File: config.mk
export PLATFORM = sky130hd
export DESIGN_NAME = rm_report_collector
export DESIGN_NICKNAME = d
export VERILOG_FILES = /design/src/rtl/rm_report_collector.sv
export SDC_FILE = /design/constraint.sdc
export NUM_CORES = 1
export LEC_CHECK = 0
export ABC_CLOCK_PERIOD_IN_PS = 2100
export BUFFER_PORTS_ARGS = -buffer_cell sky130_fd_sc_hd__buf_2
export CAP_MARGIN = 5
export CORE_AREA = 2 2 105 107
export DETAILED_ROUTE_END_ITERATION = 10
export DIE_AREA = 0 0 107 109
export GPL_TIMING_DRIVEN = 1
export PLACE_DENSITY = 0.72
export SLEW_MARGIN = 10
export SYNTH_ARGS = -nofsm -noshare
export SYNTH_HDL_FRONTEND = slang
export SYNTH_SLANG_ARGS = --single-unit
File: constraint.sdc
create_clock -name clk_i -period 2.1 [get_ports clk_i]
set_input_delay 0.42 -clock clk_i [delete_from_list [all_inputs] [get_ports clk_i]]
set_output_delay 0.42 -clock clk_i [all_outputs]
set_load 0.1 [all_outputs]
File: src/rtl/rm_report_collector.sv
// rm_report_collector
// Samples the runtime-monitor automaton report outputs one cycle after each
// consumed symbol, tags each reporting cycle with the index of the symbol that
// caused it, and queues the tagged events for a valid/ready consumer. Also keeps
// a sticky violation flag, a saturating violation counter, a sticky overflow
// flag and a first-event interrupt pulse.
//
// Build option: define RM_REPORT_FIFO_EN for a FIFO_DEPTH-entry circular event
// FIFO; left undefined, a single holding register queues events (FIFO_DEPTH is
// then ignored).
//
// Event handshake: ev_valid_o is high while an entry sits at the head and
// ev_mask_o/ev_index_o hold that entry stable until the cycle where
// ev_valid_o && ev_ready_i, which pops it. The head never bypasses the queue:
// an event pushed into an empty queue becomes visible on the next cycle.
module rm_report_collector #(
   parameter int NUM_REPORTS = 4,
   parameter int IDX_W       = 32,
   parameter int CNT_W       = 16,
   parameter int FIFO_DEPTH  = 4
) (
   input  logic                   clk_i,
   input  logic                   rst_ni,
   input  logic                   run_i,
   input  logic                   clear_i,
   input  logic [NUM_REPORTS-1:0] report_i,
   output logic                   ev_valid_o,
   input  logic                   ev_ready_i,
   output logic [NUM_REPORTS-1:0] ev_mask_o,
   output logic [IDX_W-1:0]       ev_index_o,
   output logic                   sticky_o,
   output logic [CNT_W-1:0]       viol_count_o,
   output logic                   overflow_o,
   output logic                   irq_o
);

   localparam int               PAY_W   = NUM_REPORTS + IDX_W;
   localparam logic [IDX_W-1:0] IDX_ONE = {{(IDX_W-1){1'b0}}, 1'b1};
   localparam logic [CNT_W-1:0] CNT_ONE = {{(CNT_W-1){1'b0}}, 1'b1};
   localparam logic [CNT_W-1:0] CNT_MAX = '1;

   if (FIFO_DEPTH < 2 || (FIFO_DEPTH & (FIFO_DEPTH - 1)) != 0) begin : g_bad_depth
      $error("FIFO_DEPTH must be a power of two and at least 2");
   end

   logic [IDX_W-1:0] idx_q;
   logic [IDX_W-1:0] idx_d_q;
   logic             run_d_q;
   logic             sticky_q;
   logic             overflow_q;
   logic             irq_q;
   logic             valid_q;
   logic [CNT_W-1:0] cnt_q;

   logic             event_hit;
   logic             pop;
   logic             full;
   logic             push_ok;
   logic [PAY_W-1:0] payload;
   logic [PAY_W-1:0] head;

   // report_i belongs to the symbol consumed one cycle earlier, so it is only
   // meaningful when run_d_q is set; clear suppresses any event in its cycle.
   assign event_hit = run_d_q & (|report_i) & ~clear_i;
   assign pop       = valid_q & ev_ready_i & ~clear_i;
   assign push_ok   = event_hit & (~full | pop);
   assign payload   = {report_i, idx_d_q};

   // Symbol index counter and one-cycle delay aligning it with report_i.
   always_ff @(posedge clk_i or negedge rst_ni) begin
      if (!rst_ni) begin
         idx_q   <= '0;
         idx_d_q <= '0;
         run_d_q <= 1'b0;
      end else if (clear_i) begin
         idx_q   <= '0;
         idx_d_q <= '0;
         run_d_q <= 1'b0;
      end else begin
         run_d_q <= run_i;
         idx_d_q <= idx_q;
         if (run_i) idx_q <= idx_q + IDX_ONE;
      end
   end

   // Violation flags: sticky, saturating counter, overflow and first-event irq.
   always_ff @(posedge clk_i or negedge rst_ni) begin
      if (!rst_ni) begin
         sticky_q   <= 1'b0;
         cnt_q      <= '0;
         overflow_q <= 1'b0;
         irq_q      <= 1'b0;
      end else if (clear_i) begin
         sticky_q   <= 1'b0;
         cnt_q      <= '0;
         overflow_q <= 1'b0;
         irq_q      <= 1'b0;
      end else begin
         irq_q <= event_hit & ~sticky_q;
         if (event_hit) begin
            sticky_q <= 1'b1;
            if (cnt_q != CNT_MAX) cnt_q <= cnt_q + CNT_ONE;
         end
         if (event_hit && !push_ok) overflow_q <= 1'b1;
      end
   end

`ifdef RM_REPORT_FIFO_EN
   localparam int               PTR_W    = $clog2(FIFO_DEPTH);
   localparam logic [PTR_W:0]   OCC_FULL = (PTR_W + 1)'(FIFO_DEPTH);
   localparam logic [PTR_W:0]   OCC_ONE  = (PTR_W + 1)'(1);
   localparam logic [PTR_W-1:0] PTR_ONE  = PTR_W'(1);

   logic [PAY_W-1:0] mem [FIFO_DEPTH];
   logic [PTR_W-1:0] wr_ptr_q;
   logic [PTR_W-1:0] rd_ptr_q;
   logic [PTR_W:0]   occ_q;
   logic [PTR_W:0]   occ_next;

   assign full = (occ_q == OCC_FULL);
   assign head = mem[rd_ptr_q];

   // Next occupancy: a simultaneous push and pop leaves it unchanged.
   always_comb begin
      occ_next = occ_q;
      if (push_ok && !pop) occ_next = occ_q + OCC_ONE;
      else if (!push_ok && pop) occ_next = occ_q - OCC_ONE;
   end

   // Circular pointers, occupancy and registered head-valid flag.
   always_ff @(posedge clk_i or negedge rst_ni) begin
      if (!rst_ni) begin
         wr_ptr_q <= '0;
         rd_ptr_q <= '0;
         occ_q    <= '0;
         valid_q  <= 1'b0;
      end else if (clear_i) begin
         wr_ptr_q <= '0;
         rd_ptr_q <= '0;
         occ_q    <= '0;
         valid_q  <= 1'b0;
      end else begin
         if (push_ok) wr_ptr_q <= wr_ptr_q + PTR_ONE;
         if (pop) rd_ptr_q <= rd_ptr_q + PTR_ONE;
         occ_q   <= occ_next;
         valid_q <= (occ_next != '0);
      end
   end

   // Event storage; stale entries are masked off by valid_q at the outputs.
   always_ff @(posedge clk_i) begin
      if (push_ok) mem[wr_ptr_q] <= payload;
   end
`else
   logic [PAY_W-1:0] hold_q;

   assign full = valid_q;
   assign head = hold_q;

   // Single holding register: refilled when empty or emptied in the same cycle.
   always_ff @(posedge clk_i or negedge rst_ni) begin
      if (!rst_ni) begin
         hold_q  <= '0;
         valid_q <= 1'b0;
      end else if (clear_i) begin
         valid_q <= 1'b0;
      end else if (push_ok) begin
         hold_q  <= payload;
         valid_q <= 1'b1;
      end else if (pop) begin
         valid_q <= 1'b0;
      end
   end
`endif

   assign ev_valid_o   = valid_q;
   assign ev_mask_o    = valid_q ? head[PAY_W-1:IDX_W] : '0;
   assign ev_index_o   = valid_q ? head[IDX_W-1:0] : '0;
   assign sticky_o     = sticky_q;
   assign viol_count_o = cnt_q;
   assign overflow_o   = overflow_q;
   assign irq_o        = irq_q;

endmodule

==> reports/qor.txt <==
Setup crit end kind: flip-flop
Crit Reg-Reg Startpoint: idx_q[1]$_DFFE_PN0P_
Worst Path Buf+Inv: 0
Cells after Synth: 469
Clk root buf: clkbuf_8
Leakage: 3.08 nW
Share of the yosys chip area belonging to registers: 56.9%
Top cells by count, synth: dfrtp_1 (121), mux2_2 (44), and2_1 (37)
Pre-CTS WS: -0.0571 ns
Antenna viol nets, final: 0
CTS max path bufs: 2
Layout Skew: 0.00875 ns
Hold Path Class: in -> reg
Die Ht: 109 um
Post-synth top flop: dfrtp_1
Post-synthesis compound-gate area fraction: 6.20%
Clock Power Share: 50.3%
Crit path largest cell delay: 0.48 ns
Final WL: 10600 um
Most frequent cell after synthesis: dfrtp_1
Met3 usage: 4.24%
Area of the multi-input gates: 2230 um2
Sw power: 0.00118 W
Routed via count: 3890
Number of flops mapped to enable cells by yosys: 0
Post-Layout Inst Area: 6690 um2
Largest family of logic cells by synthesized area: simple AND/OR/NAND/NOR gates
Largest net degree at the start of global routing: 87
Synth Area in Adders: 0.470%
Initial core utilization: 50.2%
Register area: 3060 um2
Num CTS Buffers: 17
Total clock sinks: 121
Final Hold Vio Count: 0
Hold EP: head[32]$_DFFE_PN0P_
Top cells by area, synth: dfrtp_1 (57%), mux2_2 (9.3%), and2_1 (4.3%)
CTS tree: built
Status: completed
Crit path required time: 2.49 ns
Slowest-stage cell, CP: or3_4
Final Worst Setup Slack: 0.0763 ns
Cell variety after synth: 36
Max Clk Rate: 494 MHz
Top Usage Layer GRT: met2
Worst setup path category: reg -> reg
Port Buf Inserts: 64
Peak supply drop: 0.508 mV
GRT Overall Usage: 19.8%
Ys async rst share: 100%
Routability cong.: 0.780
Clk_lat worst skew: 0.51 ns
Clock transition at path regs: 0.05 ns
MaxCap Viol Count: 0
Xor/xnor share of the synthesized area: 1.97%
Die area: 11700 um2
Area growth from synthesis to layout: 25.6%
Top delay family on crit path: simple AND/OR/NAND/NOR gates
Reg-to-reg endpoint: idx_q[24]$_DFFE_PN0P_
Fin Hold WS: 0.196 ns
H-tree depth: 4
Mux share of post-synthesis cell area: 9.71%
Setup-failing EPs final: 0
DP Area: 6010 um2
Core area: 10600 um2
Pwr dens: 805 nW/um2
Slew @ Worst Pin: 0.853 ns
P_int: 0.00420 W
Initial drt markers: 211
Avg WL per Cell: 15.1 um
IO Pins: 65
R2r worst-path depth: 5
First-pass GRT wire length: 18000 um
Simple-gate share of the synthesized area: 22.0%
Ant. Diodes: 0
CP max FO: 12
Crit path time final: 2.02 ns
Layout Nets: 560
FF+latch count, synth: 121
Area leader, netlist: dfrtp_1
GRT Residual Overflow: 0
Syn_nets: 480
Met1 usage: 25.9%
Tcrit/Tclk final: 96.4%
Flop pwr share: 44.4%
Crit path cell chain: ha_1 -> nand3_1 -> or3_4 -> nor4_1 -> mux2_2
Post-DP HPWL: 6740 um
# rows: 38
Mapped cell area: 5320 um2
Die width: 107 um
Met2 usage: 31.9%
Sw frac: 22.0%
Logic pwr share: 5.3%
Critical Path AT: 2.42 ns
Worst min-delay path startpoint: report_i[0]
Antenna violations before repair: 0
Vias in the first global route: 3749
Relative slew slack: 43.1%
Worst setup SP type: flip-flop
Share of the synthesized area in the top cell type: 56.9%
Ys Warns: 0
Synthesized area per cell: 11.4 um2
Hold Crit Depth: 2
Final Slew Violations: 0
Residual DRC: 0
Worst R2R Setup Slack: 0.08 ns
Filler Cell Count: 851
Ratio of cells with drive above 1 in the final layout: 38.4%
Routed vias/inst: 5.56
DR pass1 iterations: 5
[worst max path at each step]
stage | startpoint | endpoint | slack (ns) | depth (start not counted)
2_1_floorplan | viol_count_o[9]$_DFFE_PN0P_ | viol_count_o[7]$_DFFE_PN0P_ | -0.03 | 5
3_3_place_gp | idx_q[1]$_DFFE_PN0P_ | idx_q[24]$_DFFE_PN0P_ | -0.05 | 5
3_5_place_dp | report_i[1] | viol_count_o[10]$_DFFE_PN0P_ | -0.06 | 6
4_1_cts | ev_valid_o$_DFFE_PN0P_ | ev_index_o[15] | 0.05 | 3
5_1_grt | idx_q[1]$_DFFE_PN0P_ | idx_q[30]$_DFFE_PN0P_ | -0.006 | 5
6_report | idx_q[1]$_DFFE_PN0P_ | idx_q[24]$_DFFE_PN0P_ | 0.08 | 5
[routing by layer]
layer	vias up	share of wire (%)
met5	-	0
met4	0	1.0
met3	11	5.3
met2	105	49
met1	1950	45
li1	1824	-
[cells in the final DEF (no fill, tap or decap), drive strengths merged]
master / instances
nand2: 14
a211oi: 1
nand3b: 1
inv: 12
o31a: 1
a21oi: 27
clkbuf: 21
nand3: 13
and3: 1
nor4: 9
nor3: 8
clkinv: 7
mux2: 45
buf: 84
and4: 6
o41ai: 1
nor2: 30
xnor2: 7
nand4: 16
o21ai: 10
dfrtp: 121
and2: 37
mux2i: 1
xor2: 5
or2: 2
nor2b: 30
or3: 14
dlygate4sd3: 1
o31ai: 15
or4: 16
ha: 2
bufinv: 2
[area by class of cell]
type,count,share of cell area (%)
Timing Repair Buffer,85,9.19
Tap cell,140,2.62
Clock inverter,9,1.48
Clock buffer,21,6.87
Sequential cell,121,45.8
Inverter,12,0.674
Multi-Input combinational cell,312,33.4
[kinds of logic (layout without fill, tap and decap cells)]
group / count (synthesis) / count (layout)
fa+ha+maj: 2 / 2
xor+xnor: 12 / 12
flops: 121 / 121
mux: 46 / 46
compound gates: 55 / 55
buf+inv: 36 / 127
simple gates: 197 / 197
[power groups by stage]
stage	combinational, W	sequential (W)	clock, W
CTS	0.000293	0.00239	0.00276
floorplan	0.000134	0.00246	0
finish	0.000287	0.00239	0.00271
global route	0.000315	0.00239	0.00288
global placement	0.000282	0.00243	0
detailed placement	0.000286	0.00243	0
[state kept, by name, summed over array words and instances (netlist names)]
name and count:
ev_valid_o 1, head 36, idx_d_q 32, idx_q 32
irq_o 1, overflow_o 1, run_d_q 1, sticky_o 1
viol_count_o 16
[metrics by stage]
stage | cells | setup TNS, ns | power, W | utilization [%]
after global routing | 700 | -0.00591 | 0.00559 | 63.1
final | 700 | 0 | 0.00539 | 63.1
after global placement | 668 | -0.0599 | 0.00271 | 56.6
after floorplan | 469 | -0.0699 | 0.00260 | -
after detailed placement | 668 | -0.223 | 0.00271 | 56.6
after CTS | 699 | 0 | 0.00544 | 62.9
[timing repair]
action | in CTS | in global routing
pin swaps | 0 | 1
endpoints found under the hold margin | 41 | 0
gates resized for setup | 38 | 1
endpoints found under the setup margin | 40 | 22
hold buffers | 1 | 0
cloned | 0 | 0
setup buffers | 0 | 1
Note: power is estimated with default switching activity, not from simulation.
